===== src/rtl/twofish_pkg.sv =====
// Shared definitions for the Twofish q-permutation word engine:
// word geometry, FSM state encoding and the q0/q1 nibble lookup tables.
package twofish_pkg;

  localparam int unsigned WORD_W = 32;
  localparam int unsigned NBYTES = 4;

  typedef enum logic [1:0] {
    IDLE = 2'd0,
    L1   = 2'd1,
    L2   = 2'd2,
    DONE = 2'd3
  } state_t;

  // Each table packs 16 nibbles with entry 0 in bits [3:0].
  function automatic logic [63:0] tbox_table(input logic q, input logic [1:0] t);
    logic [63:0] tbl;
    tbl = '0;
    case ({q, t})
      3'b0_00: tbl = 64'h4ACE_95B0_23F6_D718;
      3'b0_01: tbl = 64'hD907_6A4F_5321_8BCE;
      3'b0_10: tbl = 64'h1742_3F8C_09D6_E5AB;
      3'b0_11: tbl = 64'hAC58_03B9_E621_4F7D;
      3'b1_00: tbl = 64'h5CA0_4913_E67F_DB82;
      3'b1_01: tbl = 64'h809F_5AD6_73C4_B2E1;
      3'b1_10: tbl = 64'hF3B2_8DE0_A961_57C4;
      3'b1_11: tbl = 64'hA802_F746_ED3C_159B;
      default: tbl = '0;
    endcase
    return tbl;
  endfunction

endpackage


===== src/rtl/q_word_engine_tbox.sv =====
// One 4-bit Twofish lookup box; Q picks the q0/q1 set, T picks t0..t3.
module tBox
  import twofish_pkg::*;
#(
  parameter logic       Q = 1'b0,
  parameter logic [1:0] T = 2'd0
) (
  input  logic [3:0] x,
  output logic [3:0] y
);

  localparam logic [63:0] TBL = tbox_table(Q, T);

  assign y = TBL[{x, 2'b00} +: 4];

endmodule


===== src/rtl/q_word_engine.sv =====
// Applies the Twofish q0/q1 permutation to each byte of a 32-bit word,
// one byte per two cycles (first and second lookup layer), valid/ready on both sides.
module q_word_engine
  import twofish_pkg::*;
(
  input  logic              clk,
  input  logic              rst,
  input  logic              in_valid,
  output logic              in_ready,
  input  logic [WORD_W-1:0] in_word,
  input  logic [NBYTES-1:0] in_qsel,
  output logic              out_valid,
  input  logic              out_ready,
  output logic [WORD_W-1:0] out_word
);

  state_t state, state_nx;

  logic [1:0]        idx;
  logic [WORD_W-1:0] word_q;
  logic [NBYTES-1:0] qsel_q;
  logic [WORD_W-1:0] result;
  logic [3:0]        a2_q, b2_q;

  logic              load;
  logic [7:0]        byte_in;
  logic              sel;
  logic [3:0]        a0, b0, a1, b1, a2, b2, a3, b3, a4, b4;
  logic [3:0]        tin  [4];
  logic [3:0]        tout [2][4];

  // Layer one uses t0/t1 on (a1,b1); layer two uses t2/t3 on the registered pair.
  assign byte_in = word_q[{idx, 3'b000} +: 8];
  assign sel     = qsel_q[idx];

  assign a0 = byte_in[7:4];
  assign b0 = byte_in[3:0];
  assign a1 = a0 ^ b0;
  assign b1 = a0 ^ {b0[0], b0[3:1]} ^ {a0[0], 3'b000};

  assign a3 = a2_q ^ b2_q;
  assign b3 = a2_q ^ {b2_q[0], b2_q[3:1]} ^ {a2_q[0], 3'b000};

  assign tin[0] = a1;
  assign tin[1] = b1;
  assign tin[2] = a3;
  assign tin[3] = b3;

  for (genvar q = 0; q < 2; q++) begin : g_q
    for (genvar t = 0; t < 4; t++) begin : g_t
      tBox #(
        .Q (1'(q)),
        .T (2'(t))
      ) u_tbox (
        .x (tin[t]),
        .y (tout[q][t])
      );
    end
  end

  assign a2 = sel ? tout[1][0] : tout[0][0];
  assign b2 = sel ? tout[1][1] : tout[0][1];
  assign a4 = sel ? tout[1][2] : tout[0][2];
  assign b4 = sel ? tout[1][3] : tout[0][3];

  always_ff @(posedge clk) begin
    if (rst) state <= IDLE;
    else     state <= state_nx;
  end

  always_comb begin
    state_nx  = state;
    load      = 1'b0;
    in_ready  = 1'b0;
    out_valid = 1'b0;
    case (state)
      IDLE: begin
        in_ready = 1'b1;
        if (in_valid) begin
          load     = 1'b1;
          state_nx = L1;
        end
      end
      L1:   state_nx = L2;
      L2:   state_nx = (idx == 2'd3) ? DONE : L1;
      DONE: begin
        out_valid = 1'b1;
        if (out_ready) state_nx = IDLE;
      end
      default: state_nx = IDLE;
    endcase
  end

  always_ff @(posedge clk) begin
    if (rst) begin
      idx    <= '0;
      word_q <= '0;
      qsel_q <= '0;
      result <= '0;
      a2_q   <= '0;
      b2_q   <= '0;
    end else begin
      if (load) begin
        word_q <= in_word;
        qsel_q <= in_qsel;
        idx    <= '0;
      end
      if (state == L1) begin
        a2_q <= a2;
        b2_q <= b2;
      end
      if (state == L2) begin
        result[{idx, 3'b000} +: 8] <= {b4, a4};
        if (idx != 2'd3) idx <= idx + 2'd1;
      end
    end
  end

  assign out_word = result;

endmodule


===== config.mk =====
export PLATFORM = sky130hd
export DESIGN_NAME = q_word_engine
export DESIGN_NICKNAME = d
export VERILOG_FILES = /design/src/rtl/twofish_pkg.sv /design/src/rtl/q_word_engine_tbox.sv /design/src/rtl/q_word_engine.sv
export SDC_FILE = /design/constraint.sdc
export NUM_CORES = 1
export LEC_CHECK = 0
export ABC_AREA = 1
export CAP_MARGIN = 20
export CORE_ASPECT_RATIO = 0.7
export CORE_MARGIN = 2
export CORE_UTILIZATION = 34
export CTS_CLUSTER_SIZE = 16
export DETAILED_ROUTE_END_ITERATION = 7
export DONT_BUFFER_PORTS = 1
export PLACE_DENSITY_LB_ADDON = 0.12
export SETUP_SLACK_MARGIN = 0.1
export SLEW_MARGIN = 20
export SYNTH_ARGS = -nofsm -noshare
export SYNTH_HDL_FRONTEND = slang
export SYNTH_SLANG_ARGS = --single-unit

===== constraint.sdc =====
create_clock -name clk -period 2.3 [get_ports clk]
set_clock_uncertainty 0.15 [all_clocks]
set_input_delay 0.46 -clock clk [delete_from_list [all_inputs] [get_ports clk]]
set_output_delay 0.46 -clock clk [all_outputs]
set_load 0.02 [all_outputs]

==> results of run 1 <==
-- power by group --
part / internal (uW) / total [uW] / switching (uW)
combinational: 586 / 1610 / 1020
clock: 972 / 1620 / 650
sequential: 1470 / 1550 / 81.9
-- Yosys cell counts, drive strengths merged --
| master | count |
|---|---|
| nand2 | 235 |
| nor2 | 115 |
| dfxtp | 80 |
| nand3 | 79 |
| inv | 54 |
| o21ai | 54 |
| a21oi | 41 |
| ha | 31 |
| clkbuf | 18 |
| nand4 | 14 |
| buf | 10 |
| o211ai | 5 |
| xnor2 | 4 |
| xor2 | 4 |
| or2 | 3 |
| a31oi | 2 |
| clkinv | 2 |
| nand3b | 2 |
| nor3 | 2 |
| a211oi | 1 |
| nor4 | 1 |
| o21bai | 1 |
-- path summary, 6_finish.rpt --
| check | start | end | slack, ns | depth (start not counted) |
|---|---|---|---|---|
| max | idx[0] | out_word[27] | 0.16 | 14 |
| min | rst | out_word[8] | 0.02 | 1 |
| max reg2reg | idx[0] | out_word[27] | 0.16 | 14 |
| min reg2reg | word_q[21] | word_q[21] | 0.32 | 2 |
-- critical path: stages (launching register included) --
cell      delay (ns)
dfxtp_4         0.40
inv_8           0.10
nand2_4         0.05
nand3_4         0.11
nand2_8         0.08
buf_6           0.14
buf_6           0.12
ha_4            0.15
nand2_2         0.06
nand3_1         0.06
o211ai_1        0.14
nand4_1         0.22
nor2_1          0.15
nor2_1          0.05
nor2_1          0.09
-- routing by layer --
metal	GRT usage (%)	up-vias
li1	-	2529
met1	29.6	2249
met2	25.8	115
met3	5.37	7
met4	3.74	0
met5	0	-
-- final cells by class --
class                           instances  area, um^2  share of cell area [%]
Multi-Input combinational cell        594        3380                    54.0
Timing Repair Buffer                   53         468                    7.48
Clock inverter                          7         106                    1.70
Tap cell                              195         244                    3.90
Clock buffer                            9         225                    3.60
Sequential cell                        80        1610                    25.7
Inverter                               56         225                    3.60
-- through the flow --
step / instance area, um^2 / utilization [%] / hold slack, ns
floorplan: 5040 / - / 0.294
global placement: 5390 / 37.1 / 0.317
detailed placement: 5390 / 37.1 / 0.320
CTS: 5790 / 39.8 / 0.00421
global route: 6250 / 43.0 / 0.00814
finish: 6250 / 43.0 / 0.0206
-- sequential cells by signal, indices dropped and copies added, names as in the netlist --
signal / cells
idx: 2
b2_q: 4
word_q: 32
state: 2
a2_q: 4
qsel_q: 4
out_word: 32
-- repair_timing --
item                                   CTS  global route
hold buffers                             0             1
buffers inserted                         3            14
endpoints found under the hold margin    0             1
pin swaps                                1            36
cloned                                   1             0
setup endpoints to repair               36            36
gates resized for setup                  4            90
-- cells by family after synthesis --
| logic type | count (synthesis) | share of synthesized area [%] |
|---|---|---|
| flops | 80 | 31.9 |
| fa+ha+maj | 31 | 7.73 |
| buf+inv | 84 | 7.41 |
| compound gates | 104 | 11.0 |
| xor+xnor | 8 | 1.92 |
| simple gates | 451 | 40.0 |
==> out/metrics.csv, run 1 <==
metric,value,unit
layout_common_cells,"183 x nand2_1, 107 x nor2_1, 78 x dfxtp_1",
wl_per_cell,14.8,um
yosys-top-cells-area,"dfxtp_1 32%, nand2_1 16%, nor2_1 8.2%",
cts.sinks,80,
end_kind,register,
worstSetupStartpointType,register,
grt_use_total,19.1,%
synth_top_area_share,31.9,%
start_util,34.5,%
drt-met1-wl,7700,um
dp.cells,959,
drv_slew,0,
crit_type,register to register,
die_w,149,um
grt_pass1_vias,4549,
p_total,4780,uW
dr_wl_met3,942,um
nets,865,
die_h,106,um
antenna_cells,0,
wl,14700,um
worstSkewPairLatency,0.35,ns
max_cap_violations,0,
ys_seq_area_share,31.9,%
worst_pin_slew,0.384,ns
final_common_cell,nand2_1,
max_freq,466,MHz
fin_crit_sh,93.3,%
num_rows,37,
grt_pass1_wl,23700,um
final-setup-viol-count,0,
route.detailed.drc,0,
synthesis.nets,829,
cts_buffer_depth,2,
antenna_found_initial,0,
wl_met2,5990,um
pin_count,74,
finalHoldViolations,0,
h-tree-depth,3,
clock-root-buffer,clkbuf_16,
ys_seq_elements,80,
gp_congestion,0.815,
p_per_area,765,mW/mm^2
core,0.0145,mm^2
status,finished clean,
cts_tree,yes,
syn_inst,758,
dr.pass1.iters,8,
setup_ws,0.155,ns
synth_cell_type_count,37,
portBuffers,0,
hpwl,10700,um
ir_drop,0.374,mV
die_area,0.0158,mm^2
clk_pin_slew,0.07,ns
ant_nets,0,
worstPathArrival,2.29,ns
hp-class,input pin to register,
numCtsBuffers,9,
vias,4900,
grt_max_degree,44,
required,2.44,ns
layout_min_cycle_time,2.14,ns
yosysTopAreaCell,dfxtp_1,
p_leak,0.00270,uW
syn-mean-instance-area,6.62,um^2
syn_area,0.00501,mm^2
fillers,1554,
pre_cts_ws,-0.108,ns
top_layer,met4,
fin_tns_setup,0,ns
slew_headroom,74.4,%
rsz0062_at_grt,yes,
drt-initial-drc-count,342,
drive_gt1_share,23.3,%
yosysWarnings,0,
worstPathMaxFanout,8,
viasPerCell,4.93,
layoutNonFillerInstCount,994,
areaGrowthSynthToFinish,24.7,%
grt.overflow.total,0,
(Power assumes the default switching activity.)
==> run 2, diff against run 1 <==
--- a/config.mk
+++ b/config.mk
@@ -7,6 +7,8 @@
 export LEC_CHECK = 0
 export ABC_AREA = 1
 export CAP_MARGIN = 20
+export CELL_PAD_IN_SITES_DETAIL_PLACEMENT = 1
+export CELL_PAD_IN_SITES_GLOBAL_PLACEMENT = 1
 export CORE_ASPECT_RATIO = 0.7
 export CORE_MARGIN = 2
 export CORE_UTILIZATION = 34
==> out/metrics.csv, run 2 (synthesis results as in run 1) <==
metric,value,unit,change
status,finished clean,,
rr_startpoint,idx[0],,
gp_congestion,0.853,,+4.7%
multi_input_area,0.00321,mm^2,-5.1%
grt_pass1_vias,4941,,+8.6%
rsz0062_at_grt,yes,,
drv_slew,0,,unchanged
areaGrowthSynthToFinish,17.6,%,
nets,849,,-1.8%
grt_max_degree,44,,unchanged
finalHoldViolations,0,,unchanged
fin_area,0.00590,mm^2,-5.7%
final_common_cell,nand2_1,,
numCtsBuffers,9,,unchanged
clk_pin_slew,0.07,ns,about the same
grt_use_total,20.8,%,+1.7 points
h-tree-depth,3,,unchanged
grt.overflow.total,0,,unchanged
whs,0.0238,ns,+0.00327 ns
die_h,106,um,unchanged
fin_crit_sh,93.1,%,-0.16 points
slew_headroom,63.4,%,-11 points
viasPerCell,5.00,,+1.5%
drive_gt1_share,18.1,%,-5.1 points
internal_power,2740,uW,-9.5%
p_leak,0.00256,uW,-5.3%
crit_type,register to register,,
drt-initial-drc-count,270,,-21%
worstPathMaxFanout,16,,+8
core,0.0145,mm^2,unchanged
dr.pass1.iters,4,,-4
path_delay_family,compound AO/OA/AOI/OAI gates,,
hp-class,input pin to register,,
power.share.switching,38.7,%,+2.0 points
place_area,0.00538,mm^2,-0.19%
route.detailed.drc,0,,unchanged
p_per_area,758,mW/mm^2,-0.96%
required,2.43,ns,about the same
critPathBufInv,3,,unchanged
cts_tree,yes,,
ctsHoldBuffers,0,,unchanged
vias,4899,,-0.020%
layout_min_cycle_time,2.14,ns,-0.00365 ns
worstPathArrival,2.27,ns,-0.02 ns
portBuffers,0,,unchanged
p_switching,1730,uW,-1.5%
layoutNonFillerInstCount,979,,-1.5%
die_area,0.0158,mm^2,unchanged
wl_per_cell,16.1,um,+8.4%
wl,15700,um,+6.8%
path_depth,12,,-2
layout_common_cells,"199 x nand2_1, 107 x nor2_1, 76 x dfxtp_1",,
worst_pin_slew,0.546,ns,+0.162 ns
num_rows,37,,unchanged
setup_ws,0.159,ns,+0.00365 ns
finish.utilization,40.6,%,-2.4 points
cts_buffer_depth,2,,unchanged
max_freq,467,MHz,+0.17%
crit_end,out_word[14],,
regArea,0.00161,mm^2,+0.31%
ant_nets,0,,unchanged
startpoint,idx[0],,
reg2regPathDepth,12,,-2
hold_depth,1,,unchanged
start_util,34.5,%,unchanged
hpwl,11800,um,+10%
slowest_stage,dfxtp_4,,
cp_cell_sequence,"inv_8, nand2_2, nand3_4, nand2_8, inv_4, ha_2, inv_1, nand2_1, o211ai_1, o21ai_2, nand4_1, a21oi_1",,
rrSetupSlack,0.16,ns,about the same
grt_pass1_wl,25800,um,+9.0%
p_comb_share,33.9,%,+0.3 points
slowest_delay,0.39,ns,about the same
worstSetupStartpointType,register,,
dp.cells,956,,-0.31%
r2r_end,out_word[14],,
pin_count,74,,unchanged
final-setup-viol-count,0,,unchanged
antenna_found_initial,1,,+1
die_w,149,um,unchanged
fillers,1887,,+21%
worstSkewPairLatency,0.35,ns,about the same
clock-root-buffer,clkbuf_16,,
p_clk_share,31.4,%,-2.5 points
pre_cts_ws,-0.108,ns,-0.000160 ns
seqPwrFrac,34.7,%,+2.2 points
ir_drop,0.342,mV,-8.7%
end_kind,register,,
max_cap_violations,0,,unchanged
cts.sinks,80,,unchanged
-- run 2: cell type report --
type / instances / share of cell area, %
Clock buffer: 10 / 3.88
Tap cell: 195 / 4.14
Antenna cell: 1 / 0.0424
Clock inverter: 6 / 0.870
Timing Repair Buffer: 37 / 5.45
Multi-Input combinational cell: 594 / 54.4
Inverter: 56 / 3.92
Sequential cell: 80 / 27.3
-- run 2: power groups by stage --
stage          registers, uW  clock network, uW  logic (uW)
6_report                1550               1400        1520
5_1_grt                 1560               1500        1710
4_1_cts                 1550               1440        1430
3_5_place_dp            1580                  0        1400
3_3_place_gp            1580                  0        1360
2_1_floorplan           1560                  0        1000
-- run 2: worst min-delay path by stage --
stage,startpoint,to,slack [ns]
6_report,rst,idx[1],0.02
5_1_grt,rst,out_word[14],0.005
4_1_cts,rst,idx[1],0.008
3_5_place_dp,word_q[29],word_q[29],0.32
3_3_place_gp,word_q[21],word_q[21],0.32
2_1_floorplan,word_q[21],word_q[21],0.29
-- run 2: worst register-to-register path: cells and delay by family, from the launching register on --
kind	cells	cell delay, ns
flip-flops	1	0.39
AND/OR/NAND/NOR	5	0.47
AO/OA/AOI/OAI	3	0.56
adder cells (fa/ha/maj)	1	0.21
buffers and inverters	3	0.30
-- run 2: through the flow --
| step | power [uW] | TNS, ns |
|---|---|---|
| 2_1_floorplan | 2560 | 0 |
| 3_3_place_gp | 2930 | 0 |
| 3_5_place_dp | 2980 | -0.622 |
| 4_1_cts | 4420 | 0 |
| 5_1_grt | 4780 | -0.0412 |
| 6_report | 4470 | 0 |
-- run 2: timing repair --
item,in CTS,in global routing
gates resized for setup,12,42
pin swaps,3,12
setup buffers,2,4
setup endpoints to repair,38,37
-- run 2: routing by layer --
metal	vias up	wire length, um	track usage, %
met1	2337	8460	31.1
li1	2489	-	-
met2	59	6540	30.5
met4	0	156	4.63
met5	-	0	0
met3	14	568	3.98
